<file path="src/rtl/fpu_add_sched_pkg.sv">
// Shared FPU definitions: scheduler FSM states, IEEE-754 field widths and word layouts.
package fpu_pkg;

    typedef enum logic [1:0] {
        IDLE = 2'd0,
        EXEC = 2'd1,
        RESP = 2'd2
    } sched_state_e;

    localparam int unsigned SIGN_W   = 1;
    localparam int unsigned SP_EXP_W = 8;
    localparam int unsigned SP_MAN_W = 23;
    localparam int unsigned DP_EXP_W = 11;
    localparam int unsigned DP_MAN_W = 52;

    typedef struct packed {
        logic                sign;
        logic [SP_EXP_W-1:0] exponent;
        logic [SP_MAN_W-1:0] mantissa;
    } sp_word_t;

    typedef struct packed {
        logic                sign;
        logic [DP_EXP_W-1:0] exponent;
        logic [DP_MAN_W-1:0] mantissa;
    } dp_word_t;

    function automatic int unsigned fp_exp_w(input bit dbl);
        return dbl ? DP_EXP_W : SP_EXP_W;
    endfunction

    function automatic int unsigned fp_man_w(input bit dbl);
        return dbl ? DP_MAN_W : SP_MAN_W;
    endfunction

    function automatic int unsigned fp_width(input bit dbl);
        return SIGN_W + fp_exp_w(dbl) + fp_man_w(dbl);
    endfunction

endpackage

</file>
<file path="src/rtl/fpu_add_sched_if.sv">
// Request/response bundle between the DSP clients and the shared adder scheduler.
interface fpu_add_sched_if #(
    parameter int unsigned NUM_REQ = 4,
    parameter int unsigned W       = 32,
    parameter int unsigned ID_W    = 2
);
    logic [NUM_REQ-1:0]   req_valid;
    logic [NUM_REQ-1:0]   req_ready;
    logic [NUM_REQ*W-1:0] req_a;
    logic [NUM_REQ*W-1:0] req_b;
    logic                 resp_valid;
    logic                 resp_ready;
    logic [ID_W-1:0]      resp_id;
    logic [W-1:0]         resp_result;
    logic                 resp_exception;

    modport master (
        output req_valid, req_a, req_b, resp_ready,
        input  req_ready, resp_valid, resp_id, resp_result, resp_exception
    );

    modport slave (
        input  req_valid, req_a, req_b, resp_ready,
        output req_ready, resp_valid, resp_id, resp_result, resp_exception
    );
endinterface

</file>
<file path="src/rtl/fpu_add_sched_fpu_add.sv">
// Combinational IEEE-754 adder, round-to-nearest-even, subnormals supported.
// exception flags an invalid operation (NaN result) or overflow of finite operands.
module fpu_add
    import fpu_pkg::*;
#(
    parameter bit double = 1'b0
) (
    input  logic [fp_width(double)-1:0] a,
    input  logic [fp_width(double)-1:0] b,
    output logic [fp_width(double)-1:0] result,
    output logic                        exception
);
    localparam int unsigned W  = fp_width(double);
    localparam int unsigned E  = fp_exp_w(double);
    localparam int unsigned M  = fp_man_w(double);
    localparam int unsigned XW = M + 4;
    localparam logic [E-1:0] EMAX = '1;

    logic [W-1:0]  x, y;
    logic [E-1:0]  e_x, e_y, ex_eff, ey_eff, d;
    logic          eff_sub, nan_in, inf_x, inf_y, sticky, r_inc, res_sign;
    logic [XW-1:0] big, sml, norm;
    logic [XW:0]   sum;
    logic [E:0]    e_res, e_fin;
    logic [M+1:0]  rnd;
    logic [M-1:0]  man;

    always_comb begin
        // Order operands by magnitude so alignment only ever shifts y
        x = a;
        y = b;
        if (b[W-2:0] > a[W-2:0]) begin
            x = b;
            y = a;
        end
        e_x     = x[W-2 -: E];
        e_y     = y[W-2 -: E];
        eff_sub = x[W-1] ^ y[W-1];
        inf_x   = (e_x == EMAX) && (x[M-1:0] == '0);
        inf_y   = (e_y == EMAX) && (y[M-1:0] == '0);
        nan_in  = ((e_x == EMAX) && (x[M-1:0] != '0)) || ((e_y == EMAX) && (y[M-1:0] != '0));
        ex_eff  = (e_x == '0) ? E'(1) : e_x;
        ey_eff  = (e_y == '0) ? E'(1) : e_y;
        d       = ex_eff - ey_eff;

        big    = {(e_x != '0), x[M-1:0], 3'b000};
        sml    = {(e_y != '0), y[M-1:0], 3'b000};
        sticky = 1'b0;
        for (int i = 0; i < int'(XW); i++) begin
            if (E'(i) < d) begin
                sticky = sticky | sml[0];
                sml    = sml >> 1;
            end
        end
        sml[0] = sml[0] | sticky;

        sum   = eff_sub ? ({1'b0, big} - {1'b0, sml}) : ({1'b0, big} + {1'b0, sml});
        e_res = {1'b0, ex_eff};
        if (sum[XW]) begin
            norm    = sum[XW:1];
            norm[0] = norm[0] | sum[0];
            e_res   = e_res + (E+1)'(1);
        end else begin
            norm = sum[XW-1:0];
        end
        // Cancellation: renormalise, but never below the subnormal exponent
        for (int i = 0; i < int'(XW); i++) begin
            if (!norm[XW-1] && (e_res > (E+1)'(1))) begin
                norm  = norm << 1;
                e_res = e_res - (E+1)'(1);
            end
        end

        r_inc = norm[2] && (norm[1] || norm[0] || norm[3]);
        rnd   = {1'b0, norm[XW-1:3]} + (M+2)'(r_inc);
        if (rnd[M+1]) begin
            man   = rnd[M:1];
            e_fin = e_res + (E+1)'(1);
        end else begin
            man   = rnd[M-1:0];
            e_fin = rnd[M] ? e_res : '0;
        end

        res_sign  = (eff_sub && (norm == '0)) ? 1'b0 : x[W-1];
        result    = {res_sign, e_fin[E-1:0], man};
        exception = 1'b0;
        if (e_fin >= {1'b0, EMAX}) begin
            result    = {res_sign, EMAX, M'(0)};
            exception = 1'b1;
        end
        if (nan_in || (inf_x && inf_y && eff_sub)) begin
            result    = {1'b0, EMAX, 1'b1, (M-1)'(0)};
            exception = 1'b1;
        end else if (inf_x) begin
            result    = {x[W-1], EMAX, M'(0)};
            exception = 1'b0;
        end
    end

endmodule

</file>
<file path="src/rtl/fpu_add_sched_rr_arbiter.sv">
// Round-robin grant: search begins one past the previous winner and wraps.
module rr_arbiter #(
    parameter int unsigned NUM_REQ = 4,
    parameter int unsigned ID_W    = $clog2(NUM_REQ)
) (
    input  logic [NUM_REQ-1:0] req,
    input  logic [ID_W-1:0]    last,
    input  logic               en,
    output logic [NUM_REQ-1:0] grant_c,
    output logic [ID_W-1:0]    grant_idx_c
);
    logic [ID_W-1:0] idx;
    logic            found;

    always_comb begin
        grant_c     = '0;
        grant_idx_c = '0;
        found       = 1'b0;
        idx         = '0;
        for (int unsigned k = 1; k <= NUM_REQ; k++) begin
            idx = ID_W'((32'(last) + k) % NUM_REQ);
            if (en && !found && req[idx]) begin
                found        = 1'b1;
                grant_c[idx] = 1'b1;
                grant_idx_c  = idx;
            end
        end
    end

endmodule

</file>
<file path="src/rtl/fpu_add_sched.sv">
// Round-robin scheduler sharing one fpu_add between NUM_REQ requesters.
// Operands and result are registered; a request handshake yields resp_valid two cycles later.
module fpu_add_sched
    import fpu_pkg::*;
#(
    parameter int unsigned NUM_REQ = 4,
    parameter bit          DOUBLE  = 1'b0,
    parameter int unsigned ID_W    = $clog2(NUM_REQ)
) (
    input  logic           clk,
    input  logic           rst_n,
    fpu_add_sched_if.slave bus,
    output logic           busy,
    output logic [15:0]    ops_done
);
    localparam int unsigned W = fp_width(DOUBLE);

    sched_state_e       state_q, state_d;
    logic               arb_en_c, capture_c, resp_hs_c, load_c;
    logic [NUM_REQ-1:0] grant_c;
    logic [ID_W-1:0]    grant_idx_c, last_q, op_id_q;
    logic [W-1:0]       op_a_q, op_b_q, sel_a_c, sel_b_c, sum_c;
    logic               exc_c;

    // Grants are suppressed during reset so no handshake completes in a reset cycle
    rr_arbiter #(
        .NUM_REQ (NUM_REQ),
        .ID_W    (ID_W)
    ) u_arb (
        .req         (bus.req_valid),
        .last        (last_q),
        .en          (arb_en_c & rst_n),
        .grant_c     (grant_c),
        .grant_idx_c (grant_idx_c)
    );

    assign bus.req_ready = grant_c;
    assign load_c        = |grant_c;

    fpu_add #(
        .double (DOUBLE)
    ) u_add (
        .a         (op_a_q),
        .b         (op_b_q),
        .result    (sum_c),
        .exception (exc_c)
    );

    // One-hot operand mux driven by the grant vector
    always_comb begin
        sel_a_c = '0;
        sel_b_c = '0;
        for (int i = 0; i < int'(NUM_REQ); i++) begin
            if (grant_c[i]) begin
                sel_a_c = sel_a_c | bus.req_a[i*W +: W];
                sel_b_c = sel_b_c | bus.req_b[i*W +: W];
            end
        end
    end

    // Next-state and control decode
    always_comb begin
        state_d   = state_q;
        arb_en_c  = 1'b0;
        capture_c = 1'b0;
        resp_hs_c = 1'b0;
        unique case (state_q)
            IDLE: begin
                arb_en_c = 1'b1;
                if (|bus.req_valid) state_d = EXEC;
            end
            EXEC: begin
                capture_c = 1'b1;
                state_d   = RESP;
            end
            RESP: begin
                if (bus.resp_ready) begin
                    resp_hs_c = 1'b1;
                    arb_en_c  = 1'b1;
                    state_d   = (|bus.req_valid) ? EXEC : IDLE;
                end
            end
            default: state_d = IDLE;
        endcase
    end

    always_ff @(posedge clk) begin
        if (!rst_n) begin
            state_q            <= IDLE;
            last_q             <= ID_W'(NUM_REQ - 1);
            op_id_q            <= '0;
            op_a_q             <= '0;
            op_b_q             <= '0;
            bus.resp_valid     <= 1'b0;
            bus.resp_id        <= '0;
            bus.resp_result    <= '0;
            bus.resp_exception <= 1'b0;
            busy               <= 1'b0;
            ops_done           <= '0;
        end else begin
            state_q        <= state_d;
            busy           <= (state_d != IDLE);
            bus.resp_valid <= (state_d == RESP);
            if (load_c) begin
                op_a_q  <= sel_a_c;
                op_b_q  <= sel_b_c;
                op_id_q <= grant_idx_c;
                last_q  <= grant_idx_c;
            end
            if (capture_c) begin
                bus.resp_result    <= sum_c;
                bus.resp_exception <= exc_c;
                bus.resp_id        <= op_id_q;
            end
            if (resp_hs_c) ops_done <= ops_done + 16'd1;
        end
    end

endmodule

</file>
<file path="src/flat_wrapper.sv">
// flat-port wrapper written by rule: the top's interface ports become plain ports
module fpu_add_sched_flat import fpu_pkg::*;
#(
    parameter int unsigned NUM_REQ = 4,
    parameter bit          DOUBLE  = 1'b0,
    parameter int unsigned ID_W    = $clog2(NUM_REQ)
)
  (clk, rst_n, busy, ops_done, bus_req_valid, bus_req_a, bus_req_b, bus_resp_ready, bus_req_ready, bus_resp_valid, bus_resp_id, bus_resp_result, bus_resp_exception);
  fpu_add_sched_if #(.NUM_REQ(NUM_REQ), .ID_W(ID_W)) bus_i ();
  input  logic clk;
  input  logic rst_n;
  output logic busy;
  output logic [15:0] ops_done;
  input wire logic [$bits(bus_i.req_valid)-1:0] bus_req_valid;
  input wire logic [$bits(bus_i.req_a)-1:0] bus_req_a;
  input wire logic [$bits(bus_i.req_b)-1:0] bus_req_b;
  input wire logic [$bits(bus_i.resp_ready)-1:0] bus_resp_ready;
  output wire logic [$bits(bus_i.req_ready)-1:0] bus_req_ready;
  output wire logic [$bits(bus_i.resp_valid)-1:0] bus_resp_valid;
  output wire logic [$bits(bus_i.resp_id)-1:0] bus_resp_id;
  output wire logic [$bits(bus_i.resp_result)-1:0] bus_resp_result;
  output wire logic [$bits(bus_i.resp_exception)-1:0] bus_resp_exception;
  assign bus_i.req_valid = bus_req_valid;
  assign bus_i.req_a = bus_req_a;
  assign bus_i.req_b = bus_req_b;
  assign bus_i.resp_ready = bus_resp_ready;
  assign bus_req_ready = bus_i.req_ready;
  assign bus_resp_valid = bus_i.resp_valid;
  assign bus_resp_id = bus_i.resp_id;
  assign bus_resp_result = bus_i.resp_result;
  assign bus_resp_exception = bus_i.resp_exception;
  fpu_add_sched #(.NUM_REQ(NUM_REQ), .DOUBLE(DOUBLE), .ID_W(ID_W)) u_core (.clk(clk), .rst_n(rst_n), .bus(bus_i), .busy(busy), .ops_done(ops_done));
endmodule
</file>
<file path="config.mk">
export PLATFORM = sky130hd
export DESIGN_NAME = fpu_add_sched_flat
export DESIGN_NICKNAME = d
export VERILOG_FILES = /design/src/rtl/fpu_add_sched_pkg.sv /design/src/rtl/fpu_add_sched_if.sv /design/src/rtl/fpu_add_sched_fpu_add.sv /design/src/rtl/fpu_add_sched_rr_arbiter.sv /design/src/rtl/fpu_add_sched.sv /design/src/flat_wrapper.sv
export SDC_FILE = /design/constraint.sdc
export NUM_CORES = 1
export LEC_CHECK = 0
export ABC_AREA = 1
export ABC_CLOCK_PERIOD_IN_PS = 38100
export CAP_MARGIN = 20
export CORE_ASPECT_RATIO = 1.4
export CORE_MARGIN = 3
export CORE_UTILIZATION = 40
export CTS_BUF_LIST = sky130_fd_sc_hd__clkbuf_4
export CTS_CLUSTER_DIAMETER = 150
export CTS_CLUSTER_SIZE = 25
export DETAILED_ROUTE_END_ITERATION = 10
export GPL_ROUTABILITY_DRIVEN = 0
export GPL_TIMING_DRIVEN = 1
export PLACE_DENSITY = 0.54
export SLEW_MARGIN = 20
export SYNTH_ARGS = -nofsm -noshare
export SYNTH_HDL_FRONTEND = slang
export SYNTH_SLANG_ARGS = --single-unit
</file>
<file path="constraint.sdc">
create_clock -name clk -period 38.1 [get_ports clk]
set_input_delay 5.715 -clock clk [delete_from_list [all_inputs] [get_ports clk]]
set_output_delay 5.715 -clock clk [all_outputs]
set_load 0.05 [all_outputs]
</file>
==> results.toml, run 1 <==
[synth]
synth_area_per_cell_um2 = 5.93
synth_warnings = 0
synth-async-reset-ratio = 0
synth_ff_type = "dfxtp_1"
syn_area_um2 = 45300
syn_inst = 7641
ys_ff_latch = 123
synth_edf_count = 0
syn_nets = 8057
ys_types = 96
seq_area_frac_synth = 0.0544

[finish]
final_common_cell = "nand2_1"
layout.nets = 8500
drive_above_1_share = 0.261
fin_cells = 9568
layout_common_cells = "nand2_1, inv_1, nand3_1"
fin_area_um2 = 52600
area_delta_synth_final_pct = 16.2

[setup_path]
crit_path_top_delay_cell = "fa_1"
cp.required_ns = 38.65
cp_max_fo = 17
critical_path_arrival_ns = 36.19
cp-end-kind = "register"
crit_top_cell = "nand2_1"
slowest_delay_ns = 0.39
cp-start-kind = "register"
critPathKind = "reg -> reg"

[floorplan]
die_area_um2 = 117000
rows = 145
io_pins = 320
core-area_um2 = 112000
die_h_um = 404
die_w_um = 290
start_util = 0.405

[global_route]
grt_pass1_wl_mm = 241
antenna_found_initial = 2
gr-total-overflow = 0
grt_max_degree = 80
grt_pass1_vias = 46700
grt_usage = 0.247

[routing]
routedWlPerCell_um = 16.3
ant_nets = 0
firstDrtPassIters = 6
wirelength_mm = 156
drc = 0
vias = 50100
drtIter0Drc = 2721
via_per_inst = 5.24

[place]
place_ws_ns = -0.854
place_area_um2 = 49300
post-dp-hpwl_mm = 128
place_inst = 9334
port_buffers = 319

[sta]
slew_viol_final = 0
post-route-min-period_ns = 35.65
fin_hold_ws_ns = 0.468
fin_ws_ns = 2.45
relSlewSlack = 0.278
final.period_utilization = 0.936
setup_violations = 0
hold_viol_final = 0
fmax_mhz = 28.1
skew_ns = 0.0408
tightest_slew_ns = 1.07

[clocking]
cts.clk_slew.worst_paths_ns = 0.12
ctsHoldBuffers = 0
clock_sinks = 123
cts_tree = "built"
cts_buffers = 17
cts.htree.levels = 4
cts-root-buf = "clkbuf_4"
clkLatencyLatePin_ns = 0.71
clockBufferDepth = 2

[flow_run]
cap_violations = 0

[min_path]
hold_path.class = "reg -> reg"

[outcome]
status = "finished clean"
## critical path, delay by kind of cell, from the launching register on
kind            cells  cell delay (ns)
compound gates      6             0.79
fa+ha+maj          21             4.11
buf+inv            53             5.04
flops               1             0.37
simple gates      228            24.96
## repair_timing
action	CTS	global route
endpoints found under the setup margin	32	33
pin swaps	9	117
buffers inserted	9	163
cloned	8	21
gates resized for setup	13	285
## metrics by stage
stage	setup TNS (ns)	util
after global routing	-9.35	0.470
after floorplan	0	-
after CTS	0	0.445
after detailed placement	-24.83	0.440
after global placement	-12.82	0.440
final	0	0.470
## Yosys cell counts, drive strengths merged, types with 4 or more instances
library cell  number  share of area
o31ai              7         0.0012
xnor2              9         0.0017
nand4            230          0.036
a21boi             4        0.00091
a22o              65          0.013
o211ai             8         0.0014
nand3b            13         0.0030
clkinv            43         0.0046
nor4              18         0.0025
or2               12         0.0017
nand2           2770           0.30
a221oi            69          0.013
a31oi             94          0.014
nor2             765          0.093
nor3              46         0.0061
clkbuf           176          0.024
mux2i              8         0.0018
bufinv             9         0.0035
xor2              78          0.016
clkinvlp           4        0.00055
dfxtp            123          0.054
buf              130          0.032
a21oi            329          0.040
o21bai             5         0.0011
o21a              11         0.0019
bufbuf            10         0.0041
nand3            981           0.14
o21ai            526          0.062
a21o               8         0.0013
inv              904          0.077
ha               151          0.042
## layout make-up
cell class / instances / area, um2
fill: 12000 / 59300
multi-input combinational: 6266 / 37700
timing repair buffer: 716 / 6370
inverter: 960 / 3910
sequential: 123 / 2470
tap: 1470 / 1840
clock inverter: 13 / 151
clock buffer: 18 / 135
antenna: 2 / 5.00
## routing by layer
layer  wire length [um]  global-route usage  share of wire
met5                  0                   0              0
met4               7300              0.0961          0.047
met3               4540              0.0207          0.029
met2              83200               0.488           0.53
met1              60900               0.267           0.39
## sequential cells by signal, summed over array words and instances, names as in the netlist, 2 cells and up
name,cells
u_core.state_q,2
u_core.last_q,2
u_core.bus.resp_id,2
u_core.op_a_q,32
u_core.op_b_q,32
u_core.ops_done,16
u_core.op_id_q,2
u_core.bus.resp_result,32
## worst paths after layout
path | start | endpoint | slack, ns | cells after the start
worst max-delay path | u_core.op_a_q[14]$_SDFFE_PN0P_ | u_core.bus.resp_result[13]$_SDFFE_PN0N_ | 2.45 | 308
worst min-delay path | u_core.op_a_q[17]$_SDFFE_PN0P_ | u_core.op_a_q[17]$_SDFFE_PN0P_ | 0.47 | 2
worst max register to register | u_core.op_a_q[14]$_SDFFE_PN0P_ | u_core.bus.resp_result[13]$_SDFFE_PN0N_ | 2.45 | 308
worst min register to register | u_core.op_a_q[17]$_SDFFE_PN0P_ | u_core.op_a_q[17]$_SDFFE_PN0P_ | 0.47 | 2
## cells by family (layout without fill, tap and decap cells)
| logic type | count (synthesis) | after routing | share of synthesized area |
|---|---|---|---|
| AO/OA/AOI/OAI | 1147 | 1148 | 0.154 |
| XOR/XNOR | 87 | 87 | 0.0173 |
| adder cells (fa/ha/maj) | 153 | 153 | 0.0426 |
| buffers and inverters | 1281 | 1707 | 0.147 |
| flip-flops | 123 | 123 | 0.0544 |
| multiplexers | 8 | 8 | 0.00177 |
| other | 0 | 2 | 0 |
| AND/OR/NAND/NOR | 4842 | 4870 | 0.583 |
Power of run 1 is not shown: default switching activity piles up to over one toggle a cycle in this logic, so the estimate is an artifact.
==> inputs of run 2 (changes only) <==
--- a/config.mk
+++ b/config.mk
@@ -6,7 +6,6 @@
 export NUM_CORES = 1
 export LEC_CHECK = 0
 export ABC_AREA = 1
-export ABC_CLOCK_PERIOD_IN_PS = 38100
 export CAP_MARGIN = 20
 export CORE_ASPECT_RATIO = 1.4
 export CORE_MARGIN = 3
==> constraint.sdc (replaced) <==
create_clock -name clk -period 35.6 [get_ports clk]
set_input_delay 5.34 -clock clk [delete_from_list [all_inputs] [get_ports clk]]
set_output_delay 5.34 -clock clk [all_outputs]
set_load 0.05 [all_outputs]
==> results.toml, run 2 (same netlist as run 1, synthesis figures left out) <==
[outcome]
status = "finished clean"

[finish]
area_delta_synth_final_pct = 27.8
final_common_cell = "nand2_1"
top_regs = "u_core.bus.resp_result (32), u_core.op_a_q (32), u_core.op_b_q (32)"
fin_cells = 9860
fill_cells = 11500
layout.nets = 8788
drive_above_1_share = 0.331
layout_common_cells = "nand2_1, inv_1, buf_4"
fin_area_um2 = 57900

[global_route]
gr-total-overflow = 0
grt_usage = 0.246
grt_max_degree = 80
grt_pass1_wl_mm = 241
grt_pass1_vias = 47200
antenna_found_initial = 3

[setup_path]
reg2reg_depth = 291
critPathKind = "reg -> reg"
critical_path_arrival_ns = 34.82
cp.required_ns = 36.25
reg2reg_from = "u_core.op_a_q[15]$_SDFFE_PN0P_"
rrSetupSlack_ns = 1.44
cp_max_fo = 9
cp-start-kind = "register"
slowest_delay_ns = 0.39
crit_top_cell = "nand2_4"
crit_path_top_delay_cell = "dfxtp_1"
rr_endpoint = "u_core.bus.resp_exception$_SDFFE_PN0N_"
cp-end-kind = "register"

[clocking]
clkLatencyLatePin_ns = 0.70
cts_buffers = 17
cts-root-buf = "clkbuf_4"
ctsHoldBuffers = 0
clockBufferDepth = 2
cts.clk_slew.worst_paths_ns = 0.15
clock_sinks = 123
cts.htree.levels = 4
cts_tree = "built"

[place]
place_inst = 9478
post-dp-hpwl_mm = 128
place_ws_ns = -1.20
port_buffers = 319
place_area_um2 = 50500

[routing]
drtIter0Drc = 2697
drc = 0
wirelength_mm = 161
firstDrtPassIters = 6
vias = 52000
ant_nets = 0
routedWlPerCell_um = 16.3
via_per_inst = 5.28

[sta]
post-route-min-period_ns = 34.16
fin_ws_ns = 1.44
final.period_utilization = 0.960
rsz0062_at_grt = "yes"
setup_violations = 0
fmax_mhz = 29.3
hold_viol_final = 0
slew_viol_final = 0
tightest_slew_ns = 1.30
skew_ns = 0.0334
relSlewSlack = 0.132

[floorplan]
die_w_um = 290
die_h_um = 404
rows = 145
start_util = 0.405
die_area_um2 = 117000
io_pins = 320
core-area_um2 = 112000

[min_path]
hold_path.class = "reg -> reg"
hold_depth = 2
worstHoldEndpoint = "u_core.op_a_q[20]$_SDFFE_PN0P_"
hold_start = "u_core.op_a_q[20]$_SDFFE_PN0P_"

[flow_run]
cap_violations = 0
run 2: cell type report:
class	instances	area, um2	area share
Clock buffer	18	135	0.00234
Timing Repair inverter	2	17.5	0.000303
Inverter	960	3930	0.0679
Clock inverter	14	138	0.00238
Tap cell	1470	1840	0.0318
Antenna cell	5	12.5	0.000216
Multi-Input combinational cell	6269	40400	0.699
Sequential cell	123	2470	0.0428
Timing Repair Buffer	999	8880	0.154
run 2: worst max path at each step:
stage,slack (ns),to,startpoint
after floorplan,1.23,u_core.bus.resp_result[22]$_SDFFE_PN0N_,u_core.op_a_q[30]$_SDFFE_PN0P_
after global placement,-0.98,u_core.bus.resp_result[0]$_SDFFE_PN0N_,u_core.op_a_q[16]$_SDFFE_PN0P_
after detailed placement,-1.20,u_core.bus.resp_result[0]$_SDFFE_PN0N_,u_core.op_a_q[16]$_SDFFE_PN0P_
after CTS,0.02,u_core.bus.resp_result[0]$_SDFFE_PN0N_,u_core.op_a_q[27]$_SDFFE_PN0P_
after global routing,-0.76,u_core.bus.resp_exception$_SDFFE_PN0N_,u_core.op_a_q[20]$_SDFFE_PN0P_
final,1.44,u_core.bus.resp_exception$_SDFFE_PN0N_,u_core.op_a_q[15]$_SDFFE_PN0P_
run 2: what timing repair did:
| item | CTS | global route |
|---|---|---|
| setup endpoints to repair | 33 | 33 |
| buffers inserted | 28 | 282 |
| resized for setup | 43 | 926 |
| gates cloned | 7 | 28 |
| pin swaps | 20 | 448 |
run 2: routing by layer:
metal  track usage  part of all wire  vias to the layer above
li1              -                 -                    26500
met1         0.266              0.38                    24000
met2         0.493              0.55                     1170
met3        0.0184             0.028                      339
met4        0.0861             0.043                        0
met5             0                 0                        -
run 2: worst max-delay path, delay by kind of cell (launching register included):
kind                     cells  cell delay (ns)
AO/OA/AOI/OAI               11             1.51
XOR/XNOR                     1             0.28
adder cells (fa/ha/maj)     13             2.61
buffers and inverters       54             5.75
flip-flops                   1             0.39
AND/OR/NAND/NOR            212            23.44
run 2: metrics by stage:
step,TNS [ns],util,hold WS [ns]
global route,-21.48,0.517,0.489
detailed placement,-32.62,0.451,0.458
floorplan,0,-,0.445
global placement,-25.39,0.451,0.453
finish,0,0.517,0.474
CTS,0,0.458,0.477
Power of run 2 is left out for the same reason.
